$ cat src/rtl/imem_if.sv
// Instruction-memory request/grant/response bundle between the fetch stage and imem.
interface imem_if;
  logic        imem_req;
  logic [31:0] imem_addr;
  logic        imem_gnt;
  logic        imem_rvalid;
  logic [31:0] imem_rdata;

  modport master (
    output imem_req,
    output imem_addr,
    input  imem_gnt,
    input  imem_rvalid,
    input  imem_rdata
  );

  modport slave (
    input  imem_req,
    input  imem_addr,
    output imem_gnt,
    output imem_rvalid,
    output imem_rdata
  );
endinterface

$ cat src/rtl/if_fetch_unit.sv
// RV32 instruction fetch stage: one outstanding imem request, output slot plus one-entry skid,
// redirect flush with drain of a stale in-flight response.
//
// state   | meaning
// S_REQ   | request pc_q to imem, waiting for grant
// S_WAIT  | request granted, waiting for response
// S_HOLD  | response parked in skid, waiting for the output slot to free
// S_DRAIN | redirect left a stale response in flight; swallow it
module if_fetch_unit #(
  parameter logic [31:0] RESET_PC    = 32'h00400000,
  parameter logic [31:0] BUBBLE_INST = 32'h11111111
) (
  input  logic        clk,
  input  logic        rst_n,
  input  logic        stage1_rewrite,
  input  logic        redirect,
  input  logic [31:0] redirect_pc,
  imem_if.master      imem,
  output logic [31:0] pc_out,
  output logic [31:0] pc_add4_out,
  output logic [31:0] inst_out,
  output logic        fetch_valid
);

  typedef enum logic [1:0] {S_REQ, S_WAIT, S_HOLD, S_DRAIN} state_t;

  state_t      state_q, state_d;
  logic [31:0] pc_q, pc_d;
  logic [31:0] pc_req_q, pc_req_d;
  logic [31:0] pc_out_q, pc_out_d;
  logic [31:0] pc_add4_q, pc_add4_d;
  logic [31:0] inst_q, inst_d;
  logic        valid_q, valid_d;
  logic [31:0] skid_pc_q, skid_pc_d;
  logic [31:0] skid_inst_q, skid_inst_d;
  logic        skid_valid_q, skid_valid_d;

  logic        consume;
  logic        slot_free;
  logic [31:0] redirect_target;
  logic        unused_pc_lsbs;

  assign consume         = valid_q & ~stage1_rewrite & ~redirect;
  assign slot_free       = ~valid_q | consume;
  assign redirect_target = {redirect_pc[31:2], 2'b00};
  assign unused_pc_lsbs  = ^redirect_pc[1:0];

  always_comb begin
    state_d      = state_q;
    pc_d         = pc_q;
    pc_req_d     = pc_req_q;
    pc_out_d     = pc_out_q;
    pc_add4_d    = pc_add4_q;
    inst_d       = inst_q;
    valid_d      = valid_q;
    skid_pc_d    = skid_pc_q;
    skid_inst_d  = skid_inst_q;
    skid_valid_d = skid_valid_q;

    if (redirect) begin
      pc_d         = redirect_target;
      pc_out_d     = RESET_PC;
      pc_add4_d    = 32'h0;
      inst_d       = BUBBLE_INST;
      valid_d      = 1'b0;
      skid_valid_d = 1'b0;
      // A granted-but-unanswered request will still return data; it must be swallowed.
      if ((state_q == S_WAIT && !imem.imem_rvalid) ||
          (state_q == S_REQ && imem.imem_gnt) ||
          (state_q == S_DRAIN && !imem.imem_rvalid))
        state_d = S_DRAIN;
      else
        state_d = S_REQ;
    end else begin
      if (consume) begin
        pc_out_d  = RESET_PC;
        pc_add4_d = 32'h0;
        inst_d    = BUBBLE_INST;
        valid_d   = 1'b0;
      end
      case (state_q)
        S_REQ: begin
          if (imem.imem_gnt) begin
            pc_req_d = pc_q;
            pc_d     = pc_q + 32'd4;
            state_d  = S_WAIT;
          end
        end
        S_WAIT: begin
          if (imem.imem_rvalid) begin
            if (slot_free) begin
              pc_out_d  = pc_req_q;
              pc_add4_d = pc_req_q + 32'd4;
              inst_d    = imem.imem_rdata;
              valid_d   = 1'b1;
              state_d   = S_REQ;
            end else begin
              skid_pc_d    = pc_req_q;
              skid_inst_d  = imem.imem_rdata;
              skid_valid_d = 1'b1;
              state_d      = S_HOLD;
            end
          end
        end
        S_HOLD: begin
          if (slot_free && skid_valid_q) begin
            pc_out_d     = skid_pc_q;
            pc_add4_d    = skid_pc_q + 32'd4;
            inst_d       = skid_inst_q;
            valid_d      = 1'b1;
            skid_valid_d = 1'b0;
            state_d      = S_REQ;
          end
        end
        S_DRAIN: begin
          if (imem.imem_rvalid) state_d = S_REQ;
        end
        default: state_d = S_REQ;
      endcase
    end
  end

  always_ff @(posedge clk) begin
    if (!rst_n) begin
      state_q      <= S_REQ;
      pc_q         <= RESET_PC;
      pc_req_q     <= RESET_PC;
      pc_out_q     <= RESET_PC;
      pc_add4_q    <= 32'h0;
      inst_q       <= BUBBLE_INST;
      valid_q      <= 1'b0;
      skid_pc_q    <= RESET_PC;
      skid_inst_q  <= BUBBLE_INST;
      skid_valid_q <= 1'b0;
    end else begin
      state_q      <= state_d;
      pc_q         <= pc_d;
      pc_req_q     <= pc_req_d;
      pc_out_q     <= pc_out_d;
      pc_add4_q    <= pc_add4_d;
      inst_q       <= inst_d;
      valid_q      <= valid_d;
      skid_pc_q    <= skid_pc_d;
      skid_inst_q  <= skid_inst_d;
      skid_valid_q <= skid_valid_d;
    end
  end

  // Request decoded from registered state only, so no input reaches imem_req/imem_addr.
  assign imem.imem_req  = (state_q == S_REQ);
  assign imem.imem_addr = pc_q;

  assign pc_out      = pc_out_q;
  assign pc_add4_out = pc_add4_q;
  assign inst_out    = inst_q;
  assign fetch_valid = valid_q;

endmodule

$ cat src/flat_wrapper.sv
// flat-port wrapper written by rule: the top's interface ports become plain ports
module if_fetch_unit_flat 
#(
  parameter logic [31:0] RESET_PC    = 32'h00400000,
  parameter logic [31:0] BUBBLE_INST = 32'h11111111
)
  (clk, rst_n, stage1_rewrite, redirect, redirect_pc, pc_out, pc_add4_out, inst_out, fetch_valid, imem_imem_req, imem_imem_addr, imem_imem_gnt, imem_imem_rvalid, imem_imem_rdata);
  imem_if imem_i ();
  input  logic clk;
  input  logic rst_n;
  input  logic stage1_rewrite;
  input  logic redirect;
  input  logic [31:0] redirect_pc;
  output logic [31:0] pc_out;
  output logic [31:0] pc_add4_out;
  output logic [31:0] inst_out;
  output logic fetch_valid;
  output wire logic [$bits(imem_i.imem_req)-1:0] imem_imem_req;
  output wire logic [$bits(imem_i.imem_addr)-1:0] imem_imem_addr;
  input wire logic [$bits(imem_i.imem_gnt)-1:0] imem_imem_gnt;
  input wire logic [$bits(imem_i.imem_rvalid)-1:0] imem_imem_rvalid;
  input wire logic [$bits(imem_i.imem_rdata)-1:0] imem_imem_rdata;
  assign imem_imem_req = imem_i.imem_req;
  assign imem_imem_addr = imem_i.imem_addr;
  assign imem_i.imem_gnt = imem_imem_gnt;
  assign imem_i.imem_rvalid = imem_imem_rvalid;
  assign imem_i.imem_rdata = imem_imem_rdata;
  if_fetch_unit #(.RESET_PC(RESET_PC), .BUBBLE_INST(BUBBLE_INST)) u_core (.clk(clk), .rst_n(rst_n), .stage1_rewrite(stage1_rewrite), .redirect(redirect), .redirect_pc(redirect_pc), .imem(imem_i), .pc_out(pc_out), .pc_add4_out(pc_add4_out), .inst_out(inst_out), .fetch_valid(fetch_valid));
endmodule
$ cat config.mk
export PLATFORM = sky130hd
export DESIGN_NAME = if_fetch_unit_flat
export DESIGN_NICKNAME = d
export VERILOG_FILES = /design/src/rtl/imem_if.sv /design/src/rtl/if_fetch_unit.sv /design/src/flat_wrapper.sv
export SDC_FILE = /design/constraint.sdc
export NUM_CORES = 1
export LEC_CHECK = 0
export ABC_AREA = 1
export CAP_MARGIN = 20
export CORE_MARGIN = 2
export CORE_UTILIZATION = 58
export CTS_CLUSTER_DIAMETER = 150
export DETAILED_ROUTE_END_ITERATION = 12
export PLACE_DENSITY_LB_ADDON = 0.12
export SLEW_MARGIN = 20
export SYNTH_ARGS = -nofsm -noshare
export SYNTH_HDL_FRONTEND = slang
export SYNTH_SLANG_ARGS = --single-unit
$ cat constraint.sdc
create_clock -name clk -period 3.76 [get_ports clk]
set_input_delay 1.128 -clock clk [delete_from_list [all_inputs] [get_ports clk]]
set_output_delay 1.128 -clock clk [all_outputs]
set_load 0.05 [all_outputs]
Word-level counts from Yosys, hierarchy flattened
Index checks and enable logic that the tools add are counted.

Register bits after elaboration: 228. Logic and storage cells: 85.

$add $sub $neg: 3. Equal/unequal tests: 10. Mux-type cells: 35. Bitwise gates (word level): 8. Reduce and logical (&&, ||, !) cells: 18.

Operator list (number): 32-bit two-way mux (15); 32-bit case mux with 2 select lines (3); 32-bit by 3-bit adder with 32-bit output, second input constant (3); 2-bit two-way mux (7); 4-bit AND reduction (3); 2-bit case mux with 4 select lines (1); 1-bit two-way mux (7); 3-bit by 2-bit != test with 1-bit output, second input constant (2); 3-bit != test, second input constant (2); 2-bit nonzero test (3); 1-bit inverter (5); 2-bit equality test, second input constant (2); 1-bit logical AND (4); 2-bit != test, second input constant (2); 1-bit case mux with 2 select lines (2); 2-bit AND reduction (2); 3-bit AND reduction (1); 1-bit AND (2); 2-bit by 1-bit equality test with 1-bit output, second input constant (1); 2-bit zero test (1); 1-bit logical OR (2); 2-bit by 1-bit != test with 1-bit output, second input constant (1); 2-bit OR reduction (1); 1-bit zero test (1); 1-bit OR (1).

Longest topological paths before layout
Gate-level depths: netlist of the first run.

Depth in word-level cells: 8. Depth in mapped cells: 13. Depth with buffers taken out: 13.

Worst setup path before layout of the first run
No wires, ideal clock.

Kind: input-to-reg. Start point: input redirect. End point: register u_core.inst_q[21] (netlist: u_core.inst_out[21]). Setup time: 0.132 ns. Arrival: 2.311 ns. Required time: 3.628 ns. Slack: 1.317 ns. Cell stages on the path: 13. Path buffers: 3. Cells stage by stage: buf_4 > inv_2 > nand2_2 > nand2_4 > nand2_1 > nand2_2 > nand2_2 > nand2_1 > nand2_2 > buf_6 > buf_4 > nand2_1 > a21oi_1.

Word-level cells in the longest chain between the ends: 6. Elaborated cells between the ends (all ways): 10.

Ends and longest elaborated chain: from (decl) (line flat_wrapper.sv:12) `input logic redirect;`; 1-bit inverter (no line); 1-bit AND (line if_fetch_unit.sv:43) `assign consume = valid_q & ~stage1_rewrite & ~redirect;`; 32-bit two-way mux or 1-bit OR (tied branches) (line if_fetch_unit.sv:75, if_fetch_unit.sv:44); 32-bit two-way mux or 1-bit logical AND (tied branches) (line if_fetch_unit.sv:91, if_fetch_unit.sv:106); 32-bit two-way mux, on equally long branches (line if_fetch_unit.sv:90, if_fetch_unit.sv:106); 32-bit case mux with 2 select lines (line if_fetch_unit.sv:81) `case (state_q)`; to (signal assigned) (line if_fetch_unit.sv:141) `inst_q <= inst_d;`; to (decl) (line if_fetch_unit.sv:32) `logic [31:0] inst_q, inst_d;`.

Several ways; a longest one is shown, not always the timed one. A chain may end at the register's enable or synchronous reset.

Worst setup path in the final report of the first run
Start point: register u_core.state_q[0]. End point: output imem_imem_req.

Word-level cells in the longest chain between the ends: 1.

Ends and longest elaborated chain: from (decl) (line if_fetch_unit.sv:27) `state_t state_q, state_d;`; from (signal assigned) (line if_fetch_unit.sv:136) `state_q <= state_d;`; 2-bit zero test (line if_fetch_unit.sv:150) `assign imem.imem_req = (state_q == S_REQ);`; to (decl) (line flat_wrapper.sv:18) `output wire logic [$bits(imem_i.imem_req)-1:0] imem_imem_req;`.

No other way between the ends.

==> results.toml, run 1 <==
[run_status]
outcome = "finished clean"

[grt]
antenna_found_initial = 0
track_usage_pct = 36.4
grt_pass1_wl_mm = 60.2
overflow = 0
grt_max_degree = 78
grt_pass1_vias = 12000

[synthesis]
synth.distinct_cells = 39
synth_ff_type = "dfxtp_1"
synth_area_per_cell_um2 = 6.43
async_reset_ff_share_pct = 0
netlist_area_um2 = 11500
yosysSeqAreaShare_pct = 38.8
ys_seq_elements = 222
yosysWarningCount = 0
synth_edf_count = 0
netlist_instances = 1782

[timing]
setup_viol = 0
fin_ws_ns = 0.623
finalCritPeriodShare_pct = 83.4
timing.fmax_mhz = 319
min_period_ns = 3.14
worst_slew_pin_slew_ns = 0.699
tns_ns = 0
slew_viol_final = 0
slew_headroom_pct = 53.1
skew_ns = 0.0171
rsz0062_at_grt = "no"
hold_viol = 0

[floorplanning]
die_area_um2 = 20900
initial_utilization_pct = 59.0
fp.dieW_um = 145
dieHeight_um = 145
fp-row-count = 51
core_area_um2 = 19400
io_pins = 200

[power]
power_mw = 5.78
p_switching_mw = 1.71
ir_worst_vdd_mv = 0.358
p_int_mw = 4.08
seq_power_share_pct = 43.6
leakage_nw = 5.23
pwr-share-comb_pct = 15.6
switching_share_pct = 29.5
pwr_density_cell_nw_per_um2 = 404
pwr-share-clk_pct = 40.8

[finish]
final_cell_mix = "523 x nand2_1, 222 x dfxtp_1, 206 x a21oi_1"
layout_commonest_cell = "nand2_1"
antenna_cells = 0
final_layout_size_suffix_gt1_share_pct = 4.35
synthToLayoutAreaGrowth_pct = 24.9
design_area_um2 = 14300
stdcell_count = 2220
nets = 2014

[detailed_routing]
wl_per_cell_um = 17.4
drtAntennaViolNets = 0
vias = 12700
finalWirelength_mm = 38.7
vias_per_cell = 5.72
dr.pass1.iters = 5
initialDrtViolationCount = 1138
drcViolationCount = 0

[run]
drv_cap = 0

[clock_tree]
cts_buffer_depth = 3
worstSkewPairLatency_ns = 0.53
hold_buffers = 0
cts-root-buf = "clkbuf_16"
tritoncts = "yes"
clkTransAtPathRegs_ns = 0.06
cts_setup_buffers = 0
cts.sinks = 222
numCtsBuffers = 24
cts_resized = 0
cts_max_level = 1

[placement]
gp_congestion = 0.983
dp_hpwl_mm = 27.6
dp_cells = 2176
pre_cts_ws_ns = 0.477
dpl-instance-area_um2 = 13500
port_buffers = 195

[worst_setup_path]
worstPathRequired_ns = 2.63
crit_type = "reg -> out"
crit_arrival_ns = 2.01
endpoint_kind = "output pin"
crit_path_max_fanout = 4
start_kind = "flop"

[worst_hold_path]
hp-class = "reg -> reg"
## synth_stat cells, drive strengths merged (2+ instances only)
cell type    n  area [µm²]
a211oi       4        30.0
a21oi      206        1030
a22o         3        26.3
a31oi        7        43.8
buf         30         199
clkbuf      59         221
dfxtp      222        4440
ha           7        87.6
inv        175         657
nand2      531        2020
nand3       99         495
nand3b       4        30.0
nand4       13        81.3
nor2       156         608
nor3        19         106
nor4         2        12.5
o211ai       8        60.1
o21ai      182         911
o21bai       3        22.5
o221ai       3        26.3
o22ai       28         175
or2          3        18.8
xor2        12         105
## flip-flops by register name (all words and copies together), names as in the netlist
register and flops:
u_core.fetch_valid 1, u_core.skid_valid_q 1, u_core.imem.imem_addr 30, u_core.pc_out 32, u_core.pc_add4_out 32, u_core.skid_inst_q 32, u_core.pc_req_q 30, u_core.state_q 2
u_core.skid_pc_q 30, u_core.inst_out 32
## worst max-delay path, cell delays in order (launching register included)
cell and delay (ns):
dfxtp_1 0.34, inv_1 0.10, ha_2 0.22, clkdlybuf4s50_1 0.81
## per-stage QoR
step / util [%] / hold WS, ns
after detailed placement: 69.7 / 0.433
after global routing: 73.7 / 0.467
after CTS: 73.7 / 0.443
final: 73.7 / 0.441
after floorplan: - / 0.446
after global placement: 69.7 / 0.432
## power groups by stage
stage	Sequential (mW)	Combinational [mW]	Clock, mW
2_1_floorplan	2.66	0.470	0
3_3_place_gp	2.57	0.866	0
3_5_place_dp	2.57	0.881	0
4_1_cts	2.52	0.890	2.36
5_1_grt	2.53	0.971	2.45
6_report	2.52	0.901	2.36
## kinds of logic after synthesis
family | Yosys count | synth area share [%]
simple gates | 828 | 29.5
xor+xnor | 12 | 0.918
compound gates | 448 | 20.6
flops | 222 | 38.8
other cells | 1 | 0.0327
buf+inv | 264 | 9.40
fa+ha+maj | 7 | 0.765
## worst paths after layout
path / startpoint / to / slack (ns) / cells past startpoint
max: u_core.state_q[0] / imem_imem_req / 0.62 / 3
min: u_core.pc_out[0] / u_core.pc_out[0] / 0.44 / 2
max reg2reg: u_core.state_q[0] / u_core.inst_out[3] / 1.14 / 11
min reg2reg: u_core.pc_out[0] / u_core.pc_out[0] / 0.44 / 2
## cell type report
type / count / area (µm²)
multi-input combinational: 1297 / 5940
fill: 1595 / 5090
sequential: 222 / 4440
timing repair buffer: 217 / 2150
clock buffer: 34 / 668
inverter: 175 / 657
tap: 265 / 332
clock inverter: 10 / 111
## routing by layer
metal | vias up | part of all wire (%) | track usage, % | routed length (µm)
met5 | - | 0 | 0 | 0
met4 | 0 | 5.1 | 18.0 | 1980
met3 | 137 | 9.5 | 6.16 | 3690
met2 | 723 | 46 | 60.4 | 18000
met1 | 5705 | 39 | 45.8 | 15000
li1 | 6135 | - | - | -
(Power assumes the default switching activity.)
==> run 2: changes to the inputs <==
Settings changed: CORE_UTILIZATION 58 to 48.
Clock period 3.76 ns to 2.87 ns, I/O delays scaled along.
==> run 2 against run 1 <==
  * Wire length down 1.7%
  * Sequential power up 31%
  * Combinational power up 34%
  * Clock skew down 0.0052 ns
  * Cell count up 3.5%
  * Total power up 30%
  * Global-route usage down 7.0 points
  * Clock-buffer cell count down 1
  * Register-to-register slack worse by 0.56 ns
  * Via count down 3.2%
  * Sequential cell count unchanged
  * Non-clock buffer count up 25
  * Highest routed layer unchanged
==> results.toml, run 2 (synthesized netlist as in run 1, its figures left out) <==
[run_status]
outcome = "finished clean"

[worst_setup_path]
crit_type = "reg -> out"
path_cells = "clkdlybuf4s50_1"
crit_family = "buffers and inverters"
timing.critical_path.from = "u_core.imem.imem_addr[15]"
crit_path_max_fanout = 7
reg2reg_from = "u_core.skid_pc_q[2]"
worstPathRequired_ns = 2.01
cp_num_buf_inv = 1
endpoint_kind = "output pin"
start_kind = "flop"
cp_slowest_cell = "clkdlybuf4s50_1"
cp_slowest_stage_delay_ns = 0.87
crit_arrival_ns = 1.93

[clock_tree]
cts.sinks = 222
numCtsBuffers = 25
cts_max_level = 1
tritoncts = "yes"
hold_buffers = 0
cts_setup_buffers = 0
clkTransAtPathRegs_ns = 0.07
cts-root-buf = "clkbuf_16"
worstSkewPairLatency_ns = 0.53
cts_buffer_depth = 3

[finish]
nets = 2040
fin_util_pct = 62.1
antenna_cells = 0
multi_input_area_um2 = 5940
n_fill_cell = 2287
synthToLayoutAreaGrowth_pct = 27.3
seq_area_um2 = 4440
final_cell_mix = "523 x nand2_1, 222 x dfxtp_1, 206 x a21oi_1"
final_layout_size_suffix_gt1_share_pct = 5.56
layout_commonest_cell = "nand2_1"
design_area_um2 = 14600

[placement]
port_buffers = 195
pre_cts_ws_ns = 0.140
dpl-instance-area_um2 = 13800
gp_congestion = 1.00
dp_hpwl_mm = 28.4

[timing]
setup_viol = 0
hold_viol = 0
worst_slew_pin_slew_ns = 0.561
tns_ns = 0
skew_ns = 0.0119
slew_headroom_pct = 62.5
min_period_ns = 2.79
fin_ws_ns = 0.0776
finalCritPeriodShare_pct = 97.3
rsz0062_at_grt = "no"
timing.fmax_mhz = 358
slew_viol_final = 0

[detailed_routing]
finalWirelength_mm = 38.1
wl_per_cell_um = 16.6
initialDrtViolationCount = 859
dr.pass1.iters = 7
drcViolationCount = 0
drtAntennaViolNets = 0
vias_per_cell = 5.35
vias = 12300

[grt]
grt_pass1_vias = 11000
track_usage_pct = 29.4
antenna_found_initial = 0
grt_max_degree = 83
grt_pass1_wl_mm = 58.4
overflow = 0

[power]
ir_worst_vdd_mv = 0.449
leakage_nw = 5.36
power_mw = 7.54
pwr_density_cell_nw_per_um2 = 517

[worst_hold_path]
hp-class = "reg -> reg"
hp-start = "u_core.pc_out[1]"

[floorplanning]
fp-row-count = 56
die_area_um2 = 25100
io_pins = 200
initial_utilization_pct = 48.8
fp.dieW_um = 158
dieHeight_um = 158
core_area_um2 = 23500

[run]
drv_cap = 0
[run 2: changes by cell type in the layout (fill, tap and decap cells not counted), sizes merged]
cell and change:
buf +25, clkinvlp +2, inv +1, bufinv -1, dlymetal6s2s +1, clkdlybuf4s50 -1
clkinv -2, clkbuf -1
[run 2: routing by layer]
metal	vias to the layer above	global-route usage (%)	share of wire [%]	wire length, µm
li1	6189	-	-	-
met1	5556	39.7	44	16700
met2	473	48.7	46	17500
met3	74	3.62	6.6	2490
met4	0	10.1	3.5	1310
met5	-	0	0	0
[run 2: through the flow]
step                      std cells  hold WS, ns
after floorplan                1783        0.446
final                          2298        0.442
after detailed placement       2255        0.434
after global placement         2255        0.432
after CTS                      2298        0.443
after global routing           2298        0.456
[run 2: area by class of cell]
| class | instances | share of cell area, % |
|---|---|---|
| tap | 319 | 2.74 |
| sequential | 222 | 30.5 |
| clock inverter | 10 | 0.575 |
| clock buffer | 33 | 4.63 |
| timing repair buffer | 242 | 16.3 |
| inverter | 175 | 4.51 |
| multi-input combinational | 1297 | 40.8 |
[run 2: timing repair]
item,in CTS,in global routing
setup endpoints to repair,0,1
hold endpoints to repair,0,0
resized for setup,0,1
[run 2: worst reg2reg max path, cell delays in order (launching register included)]
cell and delay [ns]:
dfxtp_1 0.48, ha_1 0.22, nand2_1 0.10, nor2_1 0.42, nand3_1 0.26, nor2_1 0.20
nand4_1 0.10, nand2_1 0.12, nand2_1 0.12, nand2_1 0.09, a21oi_1 0.06
[run 2: path summary, 6_finish.rpt]
kind	endpoint	slack, ns	cells after the start
hold reg to reg	u_core.pc_out[1]	0.44	2
hold / removal	u_core.pc_out[1]	0.44	2
setup / recovery	imem_imem_addr[15]	0.08	1
setup reg to reg	u_core.pc_add4_out[28]	0.58	10
[run 2: power breakdown]
part | leakage (nW) | switching, mW | internal, mW | total, mW
registers | 1.80 | 0.127 | 3.18 | 3.30
logic | 3.19 | 0.817 | 0.396 | 1.21
clock network | 0.372 | 1.28 | 1.74 | 3.02
==> run 3: changes to the inputs <==
Settings changed: CAP_MARGIN 20 to 5.
==> results of run 3 <==
No change in the layout: final DEF, timing and power equal those of run 2.
